<file path="src/rtl/dibit_pkg.sv">
// Shared definitions for the dibit serial link: FSM encoding and default geometry.
package dibit_pkg;

    typedef enum logic [0:0] {
        StIdle,
        StShift
    } state_e;

    localparam int unsigned DwDefault      = 8;
    localparam logic [1:0]  IdleSymDefault = 2'b11;

endpackage

</file>
<file path="src/rtl/dibit_serializer_if.sv">
// Parallel-word valid/ready handshake feeding the dibit serializer.
interface dibit_serializer_if
    import dibit_pkg::*;
#(
    parameter int unsigned DW = DwDefault
) ();

    logic [DW-1:0] din;
    logic          din_vld;
    logic          din_rdy;

    modport master (
        output din,
        output din_vld,
        input  din_rdy
    );

    modport slave (
        input  din,
        input  din_vld,
        output din_rdy
    );

endinterface

</file>
<file path="src/rtl/dibit_serializer.sv">
// Parallel-to-dibit serializer: MSB-first, one {A,B} pair per clock, with a one-word
// hold register so back-to-back words stream without bubbles.
module dibit_serializer
    import dibit_pkg::*;
#(
    parameter int unsigned DW       = DwDefault,
    parameter logic [1:0]  IDLE_SYM = IdleSymDefault
) (
    input  logic                clk,
    input  logic                clr,
    dibit_serializer_if.slave   in_if,
    output logic                A,
    output logic                B,
    output logic                sym_vld,
    output logic                busy,
    output logic [15:0]         word_cnt
);

    // A 1-bit counter is kept for DW=2 so the counter never has zero width.
    localparam int unsigned    CntW    = (DW > 2) ? $clog2(DW / 2) : 1;
    localparam logic [CntW-1:0] CntLoad = CntW'(DW / 2 - 1);

    state_e          state_q, state_d;
    logic [DW-1:0]   sh_q, sh_d;
    logic [DW-1:0]   hold_q, hold_d;
    logic            hold_full_q, hold_full_d;
    logic [CntW-1:0] cnt_q, cnt_d;
    logic [15:0]     word_cnt_q, word_cnt_d;

    logic            accept;
    logic            cnt_last;

    assign in_if.din_rdy = ~hold_full_q;
    assign accept        = in_if.din_vld & ~hold_full_q;
    assign cnt_last      = (cnt_q == '0);

    always_ff @(posedge clk or negedge clr) begin
        if (!clr) begin
            state_q     <= StIdle;
            sh_q        <= '0;
            hold_q      <= '0;
            hold_full_q <= 1'b0;
            cnt_q       <= '0;
            word_cnt_q  <= '0;
        end else begin
            state_q     <= state_d;
            sh_q        <= sh_d;
            hold_q      <= hold_d;
            hold_full_q <= hold_full_d;
            cnt_q       <= cnt_d;
            word_cnt_q  <= word_cnt_d;
        end
    end

    always_comb begin
        state_d = state_q;
        unique case (state_q)
            StIdle: begin
                if (accept) state_d = StShift;
            end
            StShift: begin
                if (cnt_last && !hold_full_q && !accept) state_d = StIdle;
            end
            default: state_d = StIdle;
        endcase
    end

    always_comb begin
        sh_d        = sh_q;
        hold_d      = hold_q;
        hold_full_d = hold_full_q;
        cnt_d       = cnt_q;
        word_cnt_d  = word_cnt_q;
        unique case (state_q)
            StIdle: begin
                if (accept) begin
                    sh_d  = in_if.din;
                    cnt_d = CntLoad;
                end
            end
            StShift: begin
                if (!cnt_last) begin
                    sh_d  = sh_q << 2;
                    cnt_d = cnt_q - 1'b1;
                    if (accept) begin
                        hold_d      = in_if.din;
                        hold_full_d = 1'b1;
                    end
                end else begin
                    word_cnt_d = word_cnt_q + 16'd1;
                    // hold_full blocks din_rdy, so unload and accept are exclusive here.
                    if (hold_full_q) begin
                        sh_d        = hold_q;
                        hold_full_d = 1'b0;
                        cnt_d       = CntLoad;
                    end else if (accept) begin
                        sh_d  = in_if.din;
                        cnt_d = CntLoad;
                    end
                end
            end
            default: ;
        endcase
    end

    always_comb begin
        A       = IDLE_SYM[1];
        B       = IDLE_SYM[0];
        sym_vld = 1'b0;
        if (state_q == StShift) begin
            A       = sh_q[DW-1];
            B       = sh_q[DW-2];
            sym_vld = 1'b1;
        end
    end

    assign busy     = (state_q == StShift) | hold_full_q;
    assign word_cnt = word_cnt_q;

endmodule

</file>
<file path="src/flat_wrapper.sv">
// flat-port wrapper written by rule: the top's interface ports become plain ports
module dibit_serializer_flat import dibit_pkg::*;
#(
    parameter int unsigned DW       = DwDefault,
    parameter logic [1:0]  IDLE_SYM = IdleSymDefault
)
  (clk, clr, A, B, sym_vld, busy, word_cnt, in_if_din, in_if_din_vld, in_if_din_rdy);
  dibit_serializer_if #(.DW(DW)) in_if_i ();
  input  logic clk;
  input  logic clr;
  output logic A;
  output logic B;
  output logic sym_vld;
  output logic busy;
  output logic [15:0] word_cnt;
  input wire logic [$bits(in_if_i.din)-1:0] in_if_din;
  input wire logic [$bits(in_if_i.din_vld)-1:0] in_if_din_vld;
  output wire logic [$bits(in_if_i.din_rdy)-1:0] in_if_din_rdy;
  assign in_if_i.din = in_if_din;
  assign in_if_i.din_vld = in_if_din_vld;
  assign in_if_din_rdy = in_if_i.din_rdy;
  dibit_serializer #(.DW(DW), .IDLE_SYM(IDLE_SYM)) u_core (.clk(clk), .clr(clr), .in_if(in_if_i), .A(A), .B(B), .sym_vld(sym_vld), .busy(busy), .word_cnt(word_cnt));
endmodule
</file>
<file path="config.mk">
export PLATFORM = sky130hd
export DESIGN_NAME = dibit_serializer_flat
export DESIGN_NICKNAME = d
export VERILOG_FILES = /design/src/rtl/dibit_pkg.sv /design/src/rtl/dibit_serializer_if.sv /design/src/rtl/dibit_serializer.sv /design/src/flat_wrapper.sv
export SDC_FILE = /design/constraint.sdc
export NUM_CORES = 1
export LEC_CHECK = 0
export CAP_MARGIN = 25
export CORE_MARGIN = 5
export CORE_UTILIZATION = 40
export CTS_BUF_LIST = sky130_fd_sc_hd__clkbuf_8
export DETAILED_ROUTE_END_ITERATION = 8
export PLACE_DENSITY = 0.66
export SLEW_MARGIN = 20
export SYNTH_ARGS = -nofsm -noshare
export SYNTH_HDL_FRONTEND = slang
export SYNTH_SLANG_ARGS = --single-unit
</file>
<file path="constraint.sdc">
create_clock -name clk -period 1.4 [get_ports clk]
set_input_delay 0.14 -clock clk [delete_from_list [all_inputs] [get_ports clk]]
set_output_delay 0.14 -clock clk [all_outputs]
set_load 0.1 [all_outputs]
</file>
==> metrics.log <==
INFO  metric cts_made_buffers = 5
INFO  metric netlist_instances = 158
INFO  metric synth_largest_type_area_fraction = 51.8%
INFO  metric slew_headroom = 83.2%
INFO  metric finalMaxSlewViolations = 0
INFO  metric globalRouteTotalUtil = 14.7%
INFO  metric mappedNetlistNets = 170
INFO  metric post_synth_num_cell_types = 33
INFO  metric synthFlopType = sky130_fd_sc_hd__dfrtp_1
INFO  metric grtUsageMet3 = 5.57%
INFO  metric min-delay-path-class = input port to asynchronous set/reset pin
INFO  metric cts_root_buf = sky130_fd_sc_hd__clkbuf_8
INFO  metric layout-drive-gt1-share = 44.1%
INFO  metric post_synth_main_area_contributors = sky130_fd_sc_hd__dfrtp_1 (52%), sky130_fd_sc_hd__mux2_2 (5.8%), sky130_fd_sc_hd__nand2_1 (5.6%), sky130_fd_sc_hd__xnor2_1 (5.0%), sky130_fd_sc_hd__mux2i_1 (3.5%)
INFO  metric timing.max_cap.violations = 0
INFO  metric max-clock-path-buffers = 2
INFO  metric post-route-drc-count = 0
INFO  metric number_of_global_route_vias_before_repair = 1537
INFO  metric dr_total_vias = 1439
INFO  metric hold_viol = 0
INFO  metric place.port_buffers = 31
INFO  metric area_growth_syn_to_layout = 58.7%
INFO  metric grt.busiest_layer = met2
INFO  metric worst_setup_path_end_kind = flip-flop
INFO  metric die_width = 75.9 um
INFO  metric setup_repair_after_global_routing_missed_its_margin = true
INFO  metric ios = 32
INFO  metric antennaDiodeCount = 0
INFO  metric fmaxAchievable = 723 MHz
INFO  metric min_period = 1.38 ns
INFO  metric ys_seq_elements = 36
INFO  metric detail_route.wl_per_cell = 15.2 um
INFO  metric power-per-cell-area = 2360 nW/um^2
INFO  metric dieArea = 5770 um^2
INFO  metric syn-cell-area = 1740 um^2
INFO  metric ctsHoldBuffers = 0
INFO  metric crit_path_max_fanout = 5
INFO  metric power.leakage = 1.21 nW
INFO  metric drt_iter0_markers = 62
INFO  metric timing.critical_path.from_type = flip-flop
INFO  metric critical_path_arrival = 1.60 ns
INFO  metric nets = 231
INFO  metric clkSlewWorstSetupHoldPaths = 0.07 ns
INFO  metric met1_track_usage_gr = 16.5%
INFO  metric htreeDepth = 2
INFO  metric worst_pin_slew = 0.252 ns
INFO  metric final.setup_skew = 0.00545 ns
INFO  metric post-route-util = 64.3%
INFO  metric asyncSetResetFlopFracSynth = 100%
INFO  metric initial_core_util = 40.5%
INFO  metric tritoncts = done
INFO  metric synth.yosys.seq_area_share = 51.8%
INFO  metric global_route.usage.met2 = 24.5%
INFO  metric antenna_violating_nets_post_route = 0
INFO  metric synth-warning-count = 0
INFO  metric worst_ep_required_time = 1.62 ns
INFO  metric globalRouteOverflowTotal = 0
INFO  metric final.period_utilization = 98.8%
INFO  metric wl = 4.15 mm
INFO  metric grt_antenna_before_repair = 0
INFO  metric viasPerCell = 5.29
INFO  metric synth_enable_flop_cells = 0
INFO  metric gpl.final_weighted_congestion = 0.841
INFO  metric post-dp-hpwl = 2.92 mm
INFO  metric critical_path_class = flip-flop to flip-flop
INFO  metric synth_largest_area_cell = sky130_fd_sc_hd__dfrtp_1
INFO  metric synthesis.area_per_instance = 11.0 um^2
INFO  metric grt_pass1_wl = 6.95 mm
INFO  metric power.ir.vdd_worst = 0.00118 V
INFO  metric maximum_number_of_pins_on_one_net_before_global_route_repair = 37
INFO  metric final_cell_mix = sky130_fd_sc_hd__nand2_1 (24), sky130_fd_sc_hd__buf_12 (24), sky130_fd_sc_hd__buf_4 (22), sky130_fd_sc_hd__dfrtp_1 (20)
INFO  metric result_of_the_run = completed
INFO  metric setup_tns = 0 ns
INFO  metric first_pass_iters = 4
INFO  metric clk-insertion-delay-late = 0.29 ns
INFO  metric floorplan.core_area = 4290 um^2
INFO  metric core.rowCount = 24
INFO  metric die_y = 75.9 um
INFO  metric power = 0.00650 W
INFO  metric finalSetupViolations = 0
INFO  metric tritoncts_num_sinks = 36
-- kinds of logic after synthesis --
kind of cell,share of synthesized area [%]
AND/OR/NAND/NOR,16.7
flip-flops,51.8
AO/OA/AOI/OAI,11.2
XOR/XNOR,8.06
multiplexers,9.28
buffers and inverters,2.30
adder cells (fa/ha/maj),0.719
-- metal layers --
layer  wire [um]  up-vias
li1            -      687
met1        1670      693
met2        2110       47
met3         248       12
met4         113        0
met5           0        -
-- worst paths after layout --
path                       slack (ns)                  end  cells after the start                start
setup / recovery                 0.02   u_core.word_cnt[8]                      5      u_core.cnt_q[0]
hold / removal                   0.22   u_core.word_cnt[2]                      2                  clr
setup reg to reg                 0.02   u_core.word_cnt[8]                      5      u_core.cnt_q[0]
hold reg to reg                  0.52  u_core.word_cnt[11]                      1  u_core.word_cnt[11]
max in group asynchronous        0.97   u_core.word_cnt[1]                      2                  clr
min in group clk                 0.50       u_core.sh_q[3]                      3         in_if_din[3]
-- synthesized netlist by cell type (4+ instances only) --
master	n
sky130_fd_sc_hd__nand4_1	4
sky130_fd_sc_hd__a32oi_1	6
sky130_fd_sc_hd__xnor2_1	10
sky130_fd_sc_hd__dfrtp_1	36
sky130_fd_sc_hd__nand2_1	26
sky130_fd_sc_hd__xor2_1	6
sky130_fd_sc_hd__a21oi_1	8
sky130_fd_sc_hd__nand3_1	4
sky130_fd_sc_hd__mux2_2	9
sky130_fd_sc_hd__o21ai_0	4
sky130_fd_sc_hd__mux2i_1	6
sky130_fd_sc_hd__o211ai_1	5
-- per-stage QoR --
| stage | cell area, um^2 | hold slack (ns) | worst slack, ns | cells |
|---|---|---|---|---|
| 2_1_floorplan | 1820 | -0.156 | -0.250 | 158 |
| 3_3_place_gp | 2570 | 0.492 | -0.133 | 260 |
| 3_5_place_dp | 2570 | 0.499 | -0.170 | 260 |
| 4_1_cts | 2670 | 0.222 | -0.0125 | 268 |
| 5_1_grt | 2760 | 0.232 | -0.0749 | 272 |
| 6_report | 2760 | 0.219 | 0.0165 | 272 |
-- registers in the layout (all words and copies together) (netlist names) --
signal	flops
u_core.cnt_q	2
u_core.hold_full_q	1
u_core.hold_q	8
u_core.sh_q	8
u_core.state_q	1
u_core.word_cnt	16
-- critical path, cell delays in order, from the launching register on --
cell                      delay, ns
sky130_fd_sc_hd__dfrtp_1       0.38
sky130_fd_sc_hd__buf_4         0.16
sky130_fd_sc_hd__nor3b_4       0.21
sky130_fd_sc_hd__and3_4        0.24
sky130_fd_sc_hd__and4_1        0.18
sky130_fd_sc_hd__xor2_1        0.13
-- layout make-up --
| type | count | area [um^2] |
|---|---|---|
| flip-flops and latches | 36 | 946 |
| inverters | 2 | 15.0 |
| well taps | 52 | 65.1 |
| multi-input cells | 114 | 853 |
| clock buffers | 6 | 82.6 |
| clock inverters | 2 | 7.51 |
| fillers | 343 | 1530 |
| repair buffers | 60 | 791 |
-- where the power goes --
group / internal, W / switching, W
clock network: 0.000387 / 0.000361
registers: 0.00148 / 0.000325
logic: 0.00172 / 0.00223
total: 0.00358 / 0.00292
-- timing repair --
action	CTS	global route
gates cloned	0	0
pin swaps	4	6
buffers inserted	0	5
endpoints found under the setup margin	16	24
hold endpoints to repair	0	0
gates resized for setup	2	13
No activity file was read; power rests on OpenSTA's default activity.
==> edit 1 (same settings) <==
`DwDefault`: 8 -> 4.
--- a/src/rtl/dibit_pkg.sv
+++ b/src/rtl/dibit_pkg.sv
@@ -6,7 +6,7 @@
         StShift
     } state_e;
 
-    localparam int unsigned DwDefault      = 8;
+    localparam int unsigned DwDefault      = 4;
     localparam logic [1:0]  IdleSymDefault = 2'b11;
 
 endpackage
Interface: changed (resized in_if_din); port bits go from 32 to 28. No check against the original RTL was run, so the function may have changed too.
==> edit 1 against the original RTL <==
  * Sequential share of layout area is 1.6 points higher
  * Area after synthesis is 30% lower
  * Die area decreased by 26%
  * Critical endpoint is now u_core.word_cnt[15]
  * Setup slack better by 21 ps
  * Combinational power decreased by 26%
  * Routed wire length down 35%
  * Hold slack improved by 12 ps
  * Power down 28%
  * Critical path type unchanged
  * Count of clock-buffer cells in the layout down 3
  * Fmax grew 1.5%
  * Cell area fell by 26%
  * Clock power down 44%
  * Cell count is 33% lower
  * Sequential cell count shrank 9
==> edit 1: results (changes against the original RTL) <==
status = finished clean
Synth area leaders = dfrtp_1 (55%), xnor2_1 (7.9%), mux2_2 (4.6%), mux2i_1 (3.3%), nand4_1 (3.1%)
sequential fraction of the synthesis area = 55.16% (+3.4 points)
diodes inserted = 0 (unchanged)
Clock transition at path regs = 90 ps (+20 ps)
met2 WL post-DR = 1.421 mm (-33%)
placed insts = 168 (-35%)
CTS H-Tree Depth = 1 (-1)
M1 WL = 1.133 mm (-32%)
Mapped Cells = 104 (-34%)
top layer in use = met4
Port-buffer cells = 27 (-13%)
DP Area = 0.001889 sq mm (-26%)
Fin. Hold Viols = 0 (unchanged)
Unique masters post-synth = 29 (-12%)
nets = 158 (-32%)
post-route insts no fill = 182 (-33%)
1st-pass router iterations = 4 (unchanged)
vias in the first global route = 1008 (-34%)
Syn Nets = 112 (-34%)
first-iteration detailed-routing DRC count = 50 (-19%)
share of post-route cells with drive strength above 1 = 50.34% (+6.2 points)
initial antenna violation count = 0 (unchanged)
crit path DAT = 1510 ps (-90 ps)
Via Count = 972 (-32%)
Ys Warns = 0 (unchanged)
Main synth FF type = dfrtp_1
overall routing resource usage = 14.25% (-0.43 points)
Clock Skews = 6.052 ps (+0.6041 ps)
# fillers = 232 (-32%)
slew margin rel. = 77.90% (-5.3 points)
hpwl dp = 2.006 mm (-31%)
DP Worst Slack = -8.283 ps (+162.0 ps)
drt total wl = 2.687 mm (-35%)
placer's final routability congestion estimate = 0.8099 (-3.7%)
Max Fanout on Critical Path = 4 (-1)
Worst VDD drop = 0.002036 V (+72%)
Met3 Wirelength = 117 microns (-53%)
largest net degree at the start of global routing = 28 (-24%)
total CTS buffers = 3 (-2)
wire length of the first global-routing pass = 4.733 mm (-32%)
worst skew pair latency = 270 ps (-20 ps)
LEAKAGE = 0.9240 nW (-24%)
Commonest cells post-synth = dfrtp_1 (27), xnor2_1 (11), nand2_1 (9), nand4_1 (6), mux2_2 (5)
-- edit 1: changes by cell type after synthesis, moves of 4 or more --
| cell | unedited run | this run |
|---|---|---|
| a21oi_1 | 8 | 3 |
| mux2_2 | 9 | 5 |
| dfrtp_1 | 36 | 27 |
| a32oi_1 | 6 | 0 |
| nand2_1 | 26 | 9 |
| o211ai_1 | 5 | 0 |
-- edit 1: cell type report --
| class | count | area [sq um] | area share, % |
|---|---|---|---|
| clock buffers | 3 | 41.29 | 2.032 |
| clock inverters | 1 | 3.754 | 0.1847 |
| inverters | 3 | 15.01 | 0.7389 |
| multi-input cells | 70 | 585.6 | 28.82 |
| flip-flops and latches | 27 | 729.5 | 35.90 |
| well taps | 33 | 41.29 | 2.032 |
| repair buffers | 45 | 615.6 | 30.30 |
-- edit 1: metrics by stage --
step           power, mW  TNS [ps]  hold WS (ps)  utilization, %
2_1_floorplan      3.134     -2302        -155.6               -
3_3_place_gp       4.106         0         497.9           62.92
3_5_place_dp       4.156    -8.283         500.6           62.92
4_1_cts            4.686         0         246.4           65.75
5_1_grt            4.929    -54.33         255.0           67.67
6_report           4.693         0         230.7           67.67
-- edit 1: path summary, 6_finish.rpt --
| path | startpoint | to | slack (ps) | cells after the start |
|---|---|---|---|---|
| worst max register to register | u_core.word_cnt[9] | u_core.word_cnt[15] | 40 | 4 |
| max in group asynchronous | clr | u_core.word_cnt[11] | 880 | 2 |
| worst max-delay path | u_core.word_cnt[9] | u_core.word_cnt[15] | 40 | 4 |
| worst min-delay path | clr | u_core.word_cnt[6] | 230 | 2 |
| worst min register to register | u_core.hold_q[3] | u_core.hold_q[3] | 520 | 1 |
| min in group clk | in_if_din[1] | u_core.hold_q[1] | 510 | 2 |
-- edit 1: routing by layer --
metal | vias up | track usage (%)
li1 | 455 | -
met1 | 493 | 17.03
met2 | 22 | 24.65
met3 | 2 | 4.444
met4 | 0 | 3.886
met5 | - | 0
-- edit 1: what timing repair did --
action | CTS | global route
setup buffers | 5 | 5
setup endpoints to repair | 2 | 7
resized for setup | 1 | 3
pin swaps | 1 | 4
cloned | 0 | 0
-- edit 1: cells by family after synthesis --
family	after synthesis	share of synthesized area [%]
and+or+nand+nor	34	16.45
adders and majority gates	1	1.021
xor gates and xnor gates	15	10.72
DFF	27	55.16
buffers and inverters	7	2.656
AOI/OAI and AO/OA	11	6.128
muxes	9	7.865
-- edit 1: worst max-delay path, cell delays in order (launching register included) --
cell and delay, ps:
dfrtp_4 440, nand4_1 160, nor4_4 340, nand4_1 160, xnor2_1 150
-- edit 1: report_power, final --
part	leakage (nW)	internal, mW	switching [mW]	total (mW)
combinational	0.575	1.17	1.77	2.93
clock	0.0269	0.196	0.225	0.421
sequential	0.322	1.08	0.256	1.34
